<file path="src/rtl/rs_encoder.sv">
// Systematic RS(6,2) encoder over GF(2^8): LFSR parity division,
// parallel codeword on w1..w6 plus a serial symbol stream.
module rs_encoder #(
    parameter logic [8:0] GF_POLY = 9'h11D,
    parameter logic [7:0] G3      = 8'd15,
    parameter logic [7:0] G2      = 8'd54,
    parameter logic [7:0] G1      = 8'd120,
    parameter logic [7:0] G0      = 8'd64
) (
    input  logic       clk,
    input  logic       rst_n,
    input  logic       signal,
    input  logic [7:0] d1,
    input  logic [7:0] d0,
    output logic       busy,
    output logic       ready,
    output logic [7:0] w1,
    output logic [7:0] w2,
    output logic [7:0] w3,
    output logic [7:0] w4,
    output logic [7:0] w5,
    output logic [7:0] w6,
    output logic       sym_valid,
    output logic [7:0] sym_out
);

    typedef enum logic [1:0] {IDLE, SHIFT1, SHIFT2, EMIT} state_t;

    state_t     state, state_n;
    logic [7:0] m1, m0;
    logic [7:0] r3, r2, r1, r0;
    logic [7:0] u, fb, n3, n2, n1, n0, sel;
    logic [2:0] cnt;
    logic       accept, step;

    function automatic logic [7:0] gf_mul(input logic [7:0] a,
                                          input logic [7:0] k);
        logic [7:0] acc;
        logic [7:0] x;
        acc = '0;
        x   = a;
        for (int i = 0; i < 8; i++) begin
            if (k[i]) acc ^= x;
            x = {x[6:0], 1'b0} ^ (x[7] ? GF_POLY[7:0] : 8'h00);
        end
        return acc;
    endfunction

    // busy covers the trailing serial symbol after the FSM is back in IDLE
    assign busy   = (state != IDLE) || sym_valid;
    assign accept = signal && !busy;
    assign step   = (state == SHIFT1) || (state == SHIFT2);

    assign u  = (state == SHIFT1) ? m1 : m0;
    assign fb = u ^ r3;
    assign n3 = r2 ^ gf_mul(fb, G3);
    assign n2 = r1 ^ gf_mul(fb, G2);
    assign n1 = r0 ^ gf_mul(fb, G1);
    assign n0 = gf_mul(fb, G0);

    always_comb begin
        sel = '0;
        unique case (cnt)
            3'd0:    sel = w1;
            3'd1:    sel = w2;
            3'd2:    sel = w3;
            3'd3:    sel = w4;
            3'd4:    sel = w5;
            3'd5:    sel = w6;
            default: sel = '0;
        endcase
    end

    always_ff @(posedge clk or negedge rst_n) begin
        if (!rst_n) state <= IDLE;
        else        state <= state_n;
    end

    always_comb begin
        state_n = state;
        unique case (state)
            IDLE:    if (accept) state_n = SHIFT1;
            SHIFT1:  state_n = SHIFT2;
            SHIFT2:  state_n = EMIT;
            EMIT:    if (cnt == 3'd5) state_n = IDLE;
            default: state_n = IDLE;
        endcase
    end

    always_ff @(posedge clk or negedge rst_n) begin
        if (!rst_n) begin
            m1 <= '0; m0 <= '0;
            r3 <= '0; r2 <= '0; r1 <= '0; r0 <= '0;
            w1 <= '0; w2 <= '0; w3 <= '0;
            w4 <= '0; w5 <= '0; w6 <= '0;
            cnt       <= '0;
            ready     <= 1'b0;
            sym_valid <= 1'b0;
            sym_out   <= '0;
        end else begin
            if (accept) begin
                m1 <= d1; m0 <= d0;
                r3 <= '0; r2 <= '0; r1 <= '0; r0 <= '0;
            end
            if (step) begin
                r3 <= n3; r2 <= n2; r1 <= n1; r0 <= n0;
            end
            if (state == SHIFT2) begin
                w1 <= m1; w2 <= m0;
                w3 <= n3; w4 <= n2; w5 <= n1; w6 <= n0;
            end
            // serial outputs are registered, so they trail the EMIT state by one cycle
            if (state == EMIT) begin
                cnt       <= (cnt == 3'd5) ? 3'd0 : cnt + 3'd1;
                ready     <= (cnt == 3'd0);
                sym_valid <= 1'b1;
                sym_out   <= sel;
            end else begin
                cnt       <= '0;
                ready     <= 1'b0;
                sym_valid <= 1'b0;
                sym_out   <= '0;
            end
        end
    end

endmodule

</file>
<file path="config.mk">
export PLATFORM = sky130hd
export DESIGN_NAME = rs_encoder
export DESIGN_NICKNAME = d
export VERILOG_FILES = /design/src/rtl/rs_encoder.sv
export SDC_FILE = /design/constraint.sdc
export NUM_CORES = 1
export LEC_CHECK = 0
export ABC_AREA = 1
export CAP_MARGIN = 20
export CORE_ASPECT_RATIO = 0.5
export CORE_MARGIN = 2
export CORE_UTILIZATION = 50
export CTS_BUF_LIST = sky130_fd_sc_hd__clkbuf_2 sky130_fd_sc_hd__clkbuf_4 sky130_fd_sc_hd__clkbuf_8
export DETAILED_ROUTE_END_ITERATION = 10
export PLACE_DENSITY_LB_ADDON = 0.2
export SYNTH_ARGS = -nofsm -noshare
export SYNTH_HDL_FRONTEND = slang
export SYNTH_SLANG_ARGS = --single-unit
export TNS_END_PERCENT = 20
</file>
<file path="constraint.sdc">
create_clock -name clk -period 2.17 [get_ports clk]
set_clock_uncertainty 0.15 [all_clocks]
set_input_delay 0.434 -clock clk [delete_from_list [all_inputs] [get_ports clk]]
set_output_delay 0.434 -clock clk [all_outputs]
set_load 0.05 [all_outputs]
</file>
* Word level (Yosys, flattened, before mapping)
Cells that the tools add are included.
** Word-level totals
- Logic and storage cells :: 77
- Input port bits :: 19
- Register bits :: 111
- Output and inout port bits :: 59
** Operators by class
- Reductions and logical operators :: 9
- Equality and inequality tests :: 10
- $add $sub $neg :: 1
- Bitwise logic cells :: 19
- Muxes and demuxes :: 21
** Operators by type and width (count)
- XOR 8 bit :: 13
- 2-to-1 mux 8 bit :: 7
- one-hot mux 8 bit (6 select lines) :: 1
- XOR 8 x 5 -> 8 bit :: 6
- 2-to-1 mux 5 bit :: 6
- one-hot mux 2 bit (4 select lines) :: 1
- == test 3 x 2 -> 1 bit (second input constant) :: 2
- == test 3 bit (second input constant) :: 2
- 2-to-1 mux 3 bit :: 2
- == test 2 bit (second input constant) :: 2
- 2-to-1 mux 2 bit :: 2
- != test 2 bit (second input constant) :: 2
- nonzero test 2 bit :: 2
- adder 3 x 1 -> 3 bit (second input constant) :: 1
- == test 3 x 1 -> 1 bit (second input constant) :: 1
- logical NOT 3 bit :: 1
- == test 2 x 1 -> 1 bit (second input constant) :: 1
- logical NOT 2 bit :: 1
- logical OR 1 bit :: 2
- 2-to-1 mux 1 bit :: 2
- AND reduction 2 bit :: 1
- logical AND 1 bit :: 1
- logical NOT 1 bit :: 1

* Logic depth before layout (Yosys ltp)
Gate-level depths: netlist of the first run.
- Depth in word-level cells :: 18
- Gate-level depth with buffers :: 19
- Depth with buffers taken out :: 19

* Worst setup path after synthesis of the first run
No wires, ideal clock.
- Path kind :: register to register
- Start point :: reg state[1]
- End point :: reg w4[4]
- Cell stages (with the launch flop) :: 19
- Required time :: 1902 ps
- Path buffers :: 1
- Setup time :: 118 ps
- Path slack :: -58 ps
- Arrival :: 1960 ps
- Clock period less this slack :: 2228 ps
- Cells stage by stage :: dfrtp_1 -> inv_1 -> ha_1 -> inv_2 -> buf_6 -> nand2_2 -> nand3_2 -> nand2_4 -> nand2_2 -> nand2_4 -> nand2_1 -> nand2_4 -> nand2_2 -> nand2_2 -> nand2_1 -> nand2_2 -> nand2_2 -> nand3_1 -> nand2_1
** On the way
- Word-level cells in the longest chain between the ends :: 12
- Elaborated cells on any way between the ends :: 18
- Those cells by class :: eq/ne: 2; mux: 6; bitwise: 10
** RTL lines
- start: declaration :: line 29 : state_t state, state_n;
- start signal: assignment :: line 76 : else state <= state_n;
- == test 2 x 1 -> 1 bit :: line 54 : assign u = (state == SHIFT1) ? m1 : m0;
- 2-to-1 mux 8 bit :: line 54
- XOR 8 bit :: line 55 : assign fb = u ^ r3;
- 2-to-1 mux 5 bit :: line 44 : x = {x[6:0], 1'b0} ^ (x[7] ? GF_POLY[7:0] : 8'h00);
- XOR 8 x 5 -> 8 bit (4 in a row) :: line 44
- 2-to-1 mux 5 bit :: line 44
- XOR 8 x 5 -> 8 bit :: line 44
- XOR 8 bit :: line 43 : if (k[i]) acc ^= x;
- XOR 8 bit :: line 57 : assign n2 = r1 ^ gf_mul(fb, G2);
- end signal: assignment :: line 110 : w3 <= n3; w4 <= n2; w5 <= n1; w6 <= n0;
- end: declaration :: line 20 : output logic [7:0] w4,
Parallel ways exist; a longest one is shown, timed or not.
A chain may end at the register's enable or synchronous reset.

* Final worst setup path of the first run
- Start point :: reg state[1]
- End point :: reg r2[1]
** On the way
- Word-level cells in the longest chain between the ends :: 12
- Elaborated cells on any way between the ends :: 23
- Those cells by class :: eq/ne: 2; mux: 5; bitwise: 10; reduce/logical: 6
** RTL lines
- == test 2 x 1 -> 1 bit :: line 52, 54
- 2-to-1 mux 8 bit :: line 54
- XOR 8 bit :: line 55
- XOR 8 x 5 -> 8 bit (2 in a row) :: line 44
- 2-to-1 mux 5 bit or XOR 8 x 5 -> 8 bit (tied branches) :: line 44
- XOR 8 x 5 -> 8 bit or 2-to-1 mux 5 bit (tied branches) :: line 44
- XOR 8 x 5 -> 8 bit :: line 44
- XOR 8 bit or XOR 8 x 5 -> 8 bit (tied branches) :: line 43, 44
- XOR 8 bit :: line 43
- XOR 8 bit :: line 57
- 2-to-1 mux 8 bit :: line 105 : if (step) begin
- end signal: assignment :: line 106 : r3 <= n3; r2 <= n2; r1 <= n1; r0 <= n0;
- end: declaration :: line 31 : logic [7:0] r3, r2, r1, r0;
Parallel ways exist; a longest one is shown, timed or not.

==> impl_metrics.tcl, run 1 <==
set metrics [dict create \
    ys_seq_elements 111 \
    hpwl_microns 14300 \
    crit_path_max_incr_delay_ns 0.41 \
    worst-r2r-cell-count 13 \
    worst_setup_path_end_kind "flip-flop" \
    worst_pin_slew_ns 0.740 \
    synth_common_cells "nand2_1 (301), dfrtp_1 (111), nand3_1 (69)" \
    status "finished, violations left" \
    clk_path_buf_depth 2 \
    via_per_inst 5.58 \
    layout_min_cycle_time_ns 2.46 \
    finalHoldViolCount 0 \
    drc 0 \
    ys.flop_type "dfrtp_1" \
    die_h_microns 81.6 \
    wl_per_cell_microns 19.0 \
    syn_nets 787 \
    cts_tree "built" \
    synth_top_area_share_pct 46.1 \
    required_ns 2.30 \
    slew_headroom_pct 50.7 \
    synth_edf_count 0 \
    fin_crit_sh_pct 113 \
    drive_gt1_share_pct 30.1 \
    cp-start-kind "flip-flop" \
    rsz0062_at_grt "yes" \
    max_freq_mhz 407 \
    drt.antenna.violating_nets 0 \
    violations "negative setup slack" \
    numCtsBuffers 9 \
    crit_path_cell_trace "inv_2 > ha_4 > inv_6 > buf_12 > nand2_2 > nand3_2 > nand2_4 > buf_6 > buf_4 > xor2_4 > xor2_2 > xnor2_2 > o21ai_1" \
    yosys_warnings 0 \
    drv_slew 0 \
    ioPinCount 78 \
    synth_cell_types 37 \
    r2r_setup_slack_ns -0.29 \
    timing.rr.start "state[1]" \
    ys_seq_area_share_pct 46.1 \
    gp_congestion 0.973 \
    grt_max_degree 58 \
    min-delay-path-class "in2async" \
    critPathKind "reg2reg" \
    die_area_sq_um 13000 \
    cts.root.buffer_cell "clkbuf_8" \
    gr-total-overflow 0 \
    num_vias 6117 \
    cpLargestDelayFamily "XOR/XNOR gates" \
    rows 28 \
    maxCapViolations 0 \
    clk_latency_ns 0.39 \
    htree_levels 3 \
    grt_antenna_before_repair 0 \
    numPortBuffers 77 \
    antenna_cells 0 \
    rr_endpoint "r2[1]" \
    synthesis.area_sq_um 6020 \
    clk_pin_slew_worst_paths_ns 0.12 \
    cp.arrival_ns 2.59 \
    fin_nets 950 \
    synth_area_per_cell_sq_um 7.89 \
    crit_start "state[1]" \
    core_area_sq_um 11800 \
    grt_pass1_wl_microns 31400 \
    synth_most_common_cell "nand2_1" \
    grt_pass1_vias 5802 \
    fin_ws_ns -0.289 \
    fin_util_pct 72.6 \
    synth_top_area_cell "dfrtp_1" \
    cp_slowest_cell "dfrtp_1" \
    setup_viol 53 \
    syn2layout_area_growth_pct 41.9 \
    drt_wl_total_microns 20800 \
    clock_sinks 111 \
    syn_inst 763 \
    start_util_pct 51.2 \
    die_w_microns 159 \
    track_usage_pct 31.7 \
    totalNegativeSetupSlack_ns -10.08 \
    drt_iter0_markers 620 \
    crit_buf_inv 5 \
    synthArstFlopShare_pct 100 \
    critical_path.max_fanout 7 \
    synth_area_leaders "dfrtp_1 (46%), nand2_1 (19%), nand3_1 (5.7%)" \
    firstDrtPassIters 5 \
]
-- worst max path at each step --
stage,depth (start not counted),to
2_1_floorplan,18,w4[4]
3_3_place_gp,18,w5[4]
3_5_place_dp,18,w5[4]
4_1_cts,19,w5[4]
5_1_grt,19,w5[5]
6_report,13,r2[1]
-- layout by cell type, fill, tap and decap left out, types with 4 or more instances in the layout --
cell type / instances
xnor2_2: 4
o22ai_1: 8
nor2_1: 13
o211ai_1: 4
inv_1: 57
a21oi_1: 6
dlygate4sd2_1: 32
nand3_1: 44
a221oi_1: 7
o21ai_0: 37
buf_4: 96
buf_6: 4
nand2_1: 257
dfrtp_1: 111
nand2_2: 53
nand3_2: 27
dlymetal6s2s_1: 7
clkdlybuf4s50_1: 25
buf_12: 8
inv_2: 4
nand3_4: 5
clkbuf_8: 9
nand2_4: 33
o21ai_1: 9
xor2_2: 12
xor2_1: 13
-- kinds of logic after synthesis --
group / after synthesis / share of synthesized area [%]
xor gates and xnor gates: 38 / 6.19
DFF: 111 / 46.1
and+or+nand+nor: 445 / 33.3
buffers and inverters: 85 / 5.71
AOI/OAI and AO/OA: 79 / 7.67
adders and majority gates: 5 / 1.04
-- final cells by class --
class | instances | area, sq um
inverter | 64 | 245
timing repair buffer | 173 | 1550
clock inverter | 7 | 96.3
tap | 165 | 206
sequential | 111 | 2780
fill | 875 | 3220
clock buffer | 9 | 124
multi-input combinational | 567 | 3540
-- flip-flops by register name, summed over array words and instances (netlist names) --
name,flops
m0,8
r2,8
w4,8
w3,8
w5,8
ready,1
w1,8
state,2
r3,8
sym_valid,1
w6,8
w2,8
sym_out,8
m1,8
cnt,3
r0,8
r1,8
-- repair_timing --
| action | 4_1_cts | 5_1_grt |
|---|---|---|
| pin swaps | 44 | 21 |
| hold endpoints to repair | 28 | 0 |
| endpoints found under the setup margin | 87 | 67 |
| hold buffers | 1 | 0 |
| gates resized for setup | 135 | 51 |
| setup buffers | 16 | 3 |
-- per-layer routing --
metal  up-vias  GRT usage (%)  share of wire, %
li1       2749              -                 -
met1      2965           40.6                40
met2       332           52.1                46
met3        71           10.3                10
met4         0           10.3               3.3
met5         -              0                 0
-- stage by stage --
stage / area, sq um / setup slack, ns / instances / hold WS [ns]
2_1_floorplan: 6040 / 0.00522 / 763 / -0.0116
3_3_place_gp: 7520 / -0.225 / 1060 / 0.259
3_5_place_dp: 7520 / -0.311 / 1060 / 0.261
4_1_cts: 8290 / -0.167 / 1093 / 0.352
5_1_grt: 8550 / -0.402 / 1096 / 0.390
6_report: 8550 / -0.289 / 1096 / 0.355
Power of run 1 is not shown: default switching activity piles up to over one toggle a cycle in this logic, so the estimate is an artifact.
==> inputs of run 2 (changes only) <==
--- a/config.mk
+++ b/config.mk
@@ -11,6 +11,7 @@
 export CORE_MARGIN = 2
 export CORE_UTILIZATION = 50
 export CTS_BUF_LIST = sky130_fd_sc_hd__clkbuf_2 sky130_fd_sc_hd__clkbuf_4 sky130_fd_sc_hd__clkbuf_8
+export CTS_CLUSTER_DIAMETER = 50
 export DETAILED_ROUTE_END_ITERATION = 10
 export PLACE_DENSITY_LB_ADDON = 0.2
 export SYNTH_ARGS = -nofsm -noshare
==> results of run 2 <==
The final DEF is identical to that of run 1; final timing and power are the same.
Power of run 2 is left out for the same reason.
==> inputs of run 3 (changes only) <==
--- a/config.mk
+++ b/config.mk
@@ -9,7 +9,7 @@
 export CAP_MARGIN = 20
 export CORE_ASPECT_RATIO = 0.5
 export CORE_MARGIN = 2
-export CORE_UTILIZATION = 50
+export CORE_UTILIZATION = 40
 export CTS_BUF_LIST = sky130_fd_sc_hd__clkbuf_2 sky130_fd_sc_hd__clkbuf_4 sky130_fd_sc_hd__clkbuf_8
 export CTS_CLUSTER_DIAMETER = 50
 export DETAILED_ROUTE_END_ITERATION = 10
==> impl_metrics.tcl, run 3 (synthesis results as in run 1) <==
set metrics [dict create \
    status "finished, violations left" \
    violations "negative setup slack" \
    gr-total-overflow 0 \
    die_area_sq_um 16100 \
    drt_iter0_markers 524 \
    min-delay-path-class "reg2reg" \
    worst_pin_slew_ns 0.568 \
    die_w_microns 178 \
    clk_pin_slew_worst_paths_ns 0.12 \
    numPortBuffers 77 \
    setup_viol 54 \
    grt_max_degree 72 \
    die_h_microns 90.8 \
    layout_min_cycle_time_ns 2.38 \
    grt_pass1_wl_microns 30900 \
    hpwl_microns 14300 \
    numCtsBuffers 9 \
    syn2layout_area_growth_pct 43.8 \
    antenna_cells 0 \
    grt_pass1_vias 5689 \
    most-common-layout-cells "nand2_1 (225), dfrtp_1 (111), buf_4 (104)" \
    max_freq_mhz 420 \
    critPathKind "reg2reg" \
    totalNegativeSetupSlack_ns -7.41 \
    gp_congestion 0.918 \
    firstDrtPassIters 5 \
    drv_slew 0 \
    clk_latency_ns 0.40 \
    fin_ws_ns -0.211 \
    rows 31 \
    cp.arrival_ns 2.55 \
    drive_gt1_share_pct 35.0 \
    via_per_inst 5.19 \
    start_util_pct 41.3 \
    cts.root.buffer_cell "clkbuf_8" \
    fin_crit_sh_pct 110 \
    core_area_sq_um 14600 \
    critical_path.max_fanout 7 \
    fin_nets 954 \
    cts_tree "built" \
    track_usage_pct 25.0 \
    ioPinCount 78 \
    r2r_setup_slack_ns -0.21 \
    worst_setup_path_end_kind "flip-flop" \
    num_vias 5878 \
    clock_sinks 111 \
    grt_antenna_before_repair 0 \
    mostFrequentLayoutCell "nand2_1" \
    rsz0062_at_grt "yes" \
    drt.antenna.violating_nets 0 \
    clk_path_buf_depth 2 \
    slew_headroom_pct 62.1 \
    drc 0 \
    maxCapViolations 0 \
    cp-start-kind "flip-flop" \
    drt_wl_total_microns 20400 \
    required_ns 2.34 \
    htree_levels 3 \
    wl_per_cell_microns 18.0 \
    finalHoldViolCount 0 \
    place_ws_ns -0.365 \
]
==> run 3: changes by cell type in the layout (fill, tap and decap cells not counted), sizes merged <==
cell           delta
buf              +12
dlymetal6s2s      +1
clkdlybuf4s50     -1
dlygate4sd2       -9
bufinv            -1
inv               +2
==> run 3: worst paths after layout <==
| path | to | startpoint | depth (start not counted) |
|---|---|---|---|
| setup / recovery | r3[0] | state[1] | 14 |
| hold / removal | cnt[0] | cnt[0] | 1 |
| setup reg to reg | r3[0] | state[1] | 14 |
| hold reg to reg | cnt[0] | cnt[0] | 1 |
| max in group asynchronous | r3[1] | rst_n | 3 |
| min in group asynchronous | w5[5] | rst_n | 3 |
==> run 3: worst max-delay path, stage by stage (launching register included) <==
cell and delay, ns:
dfrtp_1 0.41, inv_2 0.09, ha_4 0.23, buf_6 0.16
buf_6 0.12, nand2_4 0.07, nand3_4 0.08, nand2_4 0.08
buf_12 0.14, xnor2_4 0.14, xor2_1 0.20, buf_4 0.17
xor2_2 0.16, nand2_1 0.06, o21ai_1 0.07
==> run 3: timing repair <==
| item | CTS | global route |
|---|---|---|
| endpoints found under the setup margin | 78 | 66 |
| buffers inserted | 14 | 11 |
| resized for setup | 127 | 93 |
| hold endpoints to repair | 77 | 0 |
| gates cloned | 1 | 0 |
| hold buffers | 1 | 0 |
| pin swaps | 44 | 29 |
==> run 3: layer usage <==
metal | share of wire (%) | vias up | GRT usage, %
met5 | 0 | - | 0
met4 | 1.6 | 0 | 6.28
met3 | 7.0 | 28 | 5.68
met2 | 46 | 219 | 38.3
met1 | 45 | 2877 | 35.7
li1 | - | 2754 | -
==> run 3: through the flow <==
stage	std cells	utilization (%)	instance area (sq um)	hold WS (ns)
after global placement	1091	51.4	7500	0.322
after global routing	1133	59.4	8660	0.389
after floorplan	763	-	6040	-0.0116
final	1133	59.4	8660	0.340
after detailed placement	1091	51.4	7500	0.330
after CTS	1122	56.1	8180	0.348
==> run 3: area by class of cell <==
cell class | count | area (sq um)
clock buffer | 9 | 124
clock inverter | 7 | 80.1
fill | 1299 | 5920
inverter | 64 | 245
multi-input combinational | 567 | 3620
sequential | 111 | 2780
tap | 198 | 248
timing repair buffer | 176 | 1570
timing repair inverter | 1 | 3.75
Power of run 3 is left out for the same reason.
==> RTL change: new RTL, settings of run 2 <==
The parameter `G3` goes from 8'd15 to 8'd7.
--- a/src/rtl/rs_encoder.sv
+++ b/src/rtl/rs_encoder.sv
@@ -2,7 +2,7 @@
 // parallel codeword on w1..w6 plus a serial symbol stream.
 module rs_encoder #(
     parameter logic [8:0] GF_POLY = 9'h11D,
-    parameter logic [7:0] G3      = 8'd15,
+    parameter logic [7:0] G3      = 8'd7,
     parameter logic [7:0] G2      = 8'd54,
     parameter logic [7:0] G1      = 8'd120,
     parameter logic [7:0] G0      = 8'd64
Formal check against the unedited RTL: not equivalent (a bounded check fails within 4 cycles, from zero or initial values and one cycle with rst_n low).
==> RTL change against run 2 <==
- synthesized area shrank 1.1%
- the run still ends with setup timing left
- sequential cell count is the same
- highest routed layer unchanged
- synthesized cell count shrank 2.4%
- routed wire length grew 2.7%
- final cell count shrank 2.5%
- final area grew 5.0%
- die area shrank 1.0%
- setup slack lost 0.056 ns
- count of clock-buffer cells in the layout is the same
Power is not shown: default switching activity piles up to over one toggle a cycle in this logic, so the estimate is an artifact.
==> RTL change: results (changes against run 2) <==
[sta]
slew_headroom=0.564  ; was 0.507
fin_ws_ns=-0.345  ; was -0.289 ns
setup_violations=60  ; was 53
setup_tns_ns=-12.66  ; was -10.08 ns

[grt]
grt_pass1_vias=5523  ; was 5802
use_met3=0.0480  ; was 0.103
met1_usage=0.449  ; was 0.406
grt_first_pass_wirelength_mm=29.6  ; was 31.4 mm
grt_max_degree=112  ; was 58
grt.met2_usage=0.478  ; was 0.521
globalRouteTotalUtil=0.311  ; was 0.317

[detailed_routing]
via_per_inst=5.60  ; was 5.58
drt_iter0_drc=509  ; was 620
drtPass1Iterations=6  ; was 5
wl_met3_mm=1.66  ; was 2.13 mm
totalWireLength_mm=21.3  ; was 20.8 mm
met2_length_mm=10.1  ; was 9.57 mm
num_vias=5989  ; was 6117
m1WireLength_mm=8.85  ; was 8.39 mm

[final_layout]
multi_input_area_um2=4000  ; was 3540 um^2
sh_seq_area=0.309  ; was 0.325
n_all_inverters=67  ; was 64
buf_share=0.170  ; was 0.182
multi_input_cells=545  ; was 567
nets=923  ; was 950
multi_input_area_share=0.446  ; was 0.415
nFillCells=799  ; was 875
drive_gt1_frac=0.365  ; was 0.301
n_all_buffers=165  ; was 173
clk_share=0.0220  ; was 0.0258

[clocking]
cts_resized=160  ; was 135

[synth]
syn-num-nets=769  ; was 787
yosysSeqAreaShare=0.466  ; was 0.461
synthAdderAreaFrac=0.0105  ; was 0.0104
synthDistinctLibCells=37  ; unchanged
synthTopCellsByCount=nand2_1, dfrtp_1, inv_1, o21ai_0, nand3_1  ; was nand2_1, dfrtp_1, nand3_1, inv_1, o21ai_0
avgSynthCellArea_um2=8.00  ; was 7.89 um^2
yosys.area_share.xor_xnor=0.0664  ; was 0.0619
synth_area_leaders=dfrtp_1, nand2_1, xor2_1, o21ai_0, inv_1  ; was dfrtp_1, nand2_1, nand3_1, xor2_1, o21ai_0
synth-compound-area-share=0.0924  ; was 0.0767

[worst_setup_path]
worst-path-max-fanout=8  ; was 7
critical_path.top_delay_family=XOR/XNOR gates  ; unchanged

[place]
dpl.hpwl_mm=13.6  ; was 14.3 mm
dpl.cell_count=1031  ; was 1060
dp_slack_ns=-0.373  ; was -0.311 ns
gp_congestion=0.929  ; was 0.973
dpl-instance-area_um2=7340  ; was 7520 um^2

[outcome]
status=finished, violations left  ; unchanged
violations=setup timing  ; unchanged

[floorplan]
coreArea_um2=11700  ; was 11800 um^2

[min_path]
hold_path_class=flip-flop to flip-flop  ; was input pin to asynchronous set/reset pin

==> RTL change: cell types whose count changed in the layout (fill, tap and decap cells not counted), moves of 5 or more <==
cell / change
nand2_1: -46
nand3_1: -34
nand2_4: +21
buf_4: -17
buf_6: +10
nand2_8: +10
nand3_4: +9
xor2_2: +6
o21ai_1: +5
o22ai_1: +5
==> RTL change: final timing paths <==
| check | start | to | slack (ns) | depth (start not counted) |
|---|---|---|---|---|
| setup reg to reg | state[1] | r3[2] | -0.34 | 14 |
| min in group asynchronous | rst_n | r0[5] | 0.42 | 3 |
| hold / removal | r1[4] | r1[4] | 0.35 | 2 |
| max in group asynchronous | rst_n | r3[0] | 0.88 | 3 |
| setup / recovery | state[1] | r3[2] | -0.34 | 14 |
| hold reg to reg | r1[4] | r1[4] | 0.35 | 2 |
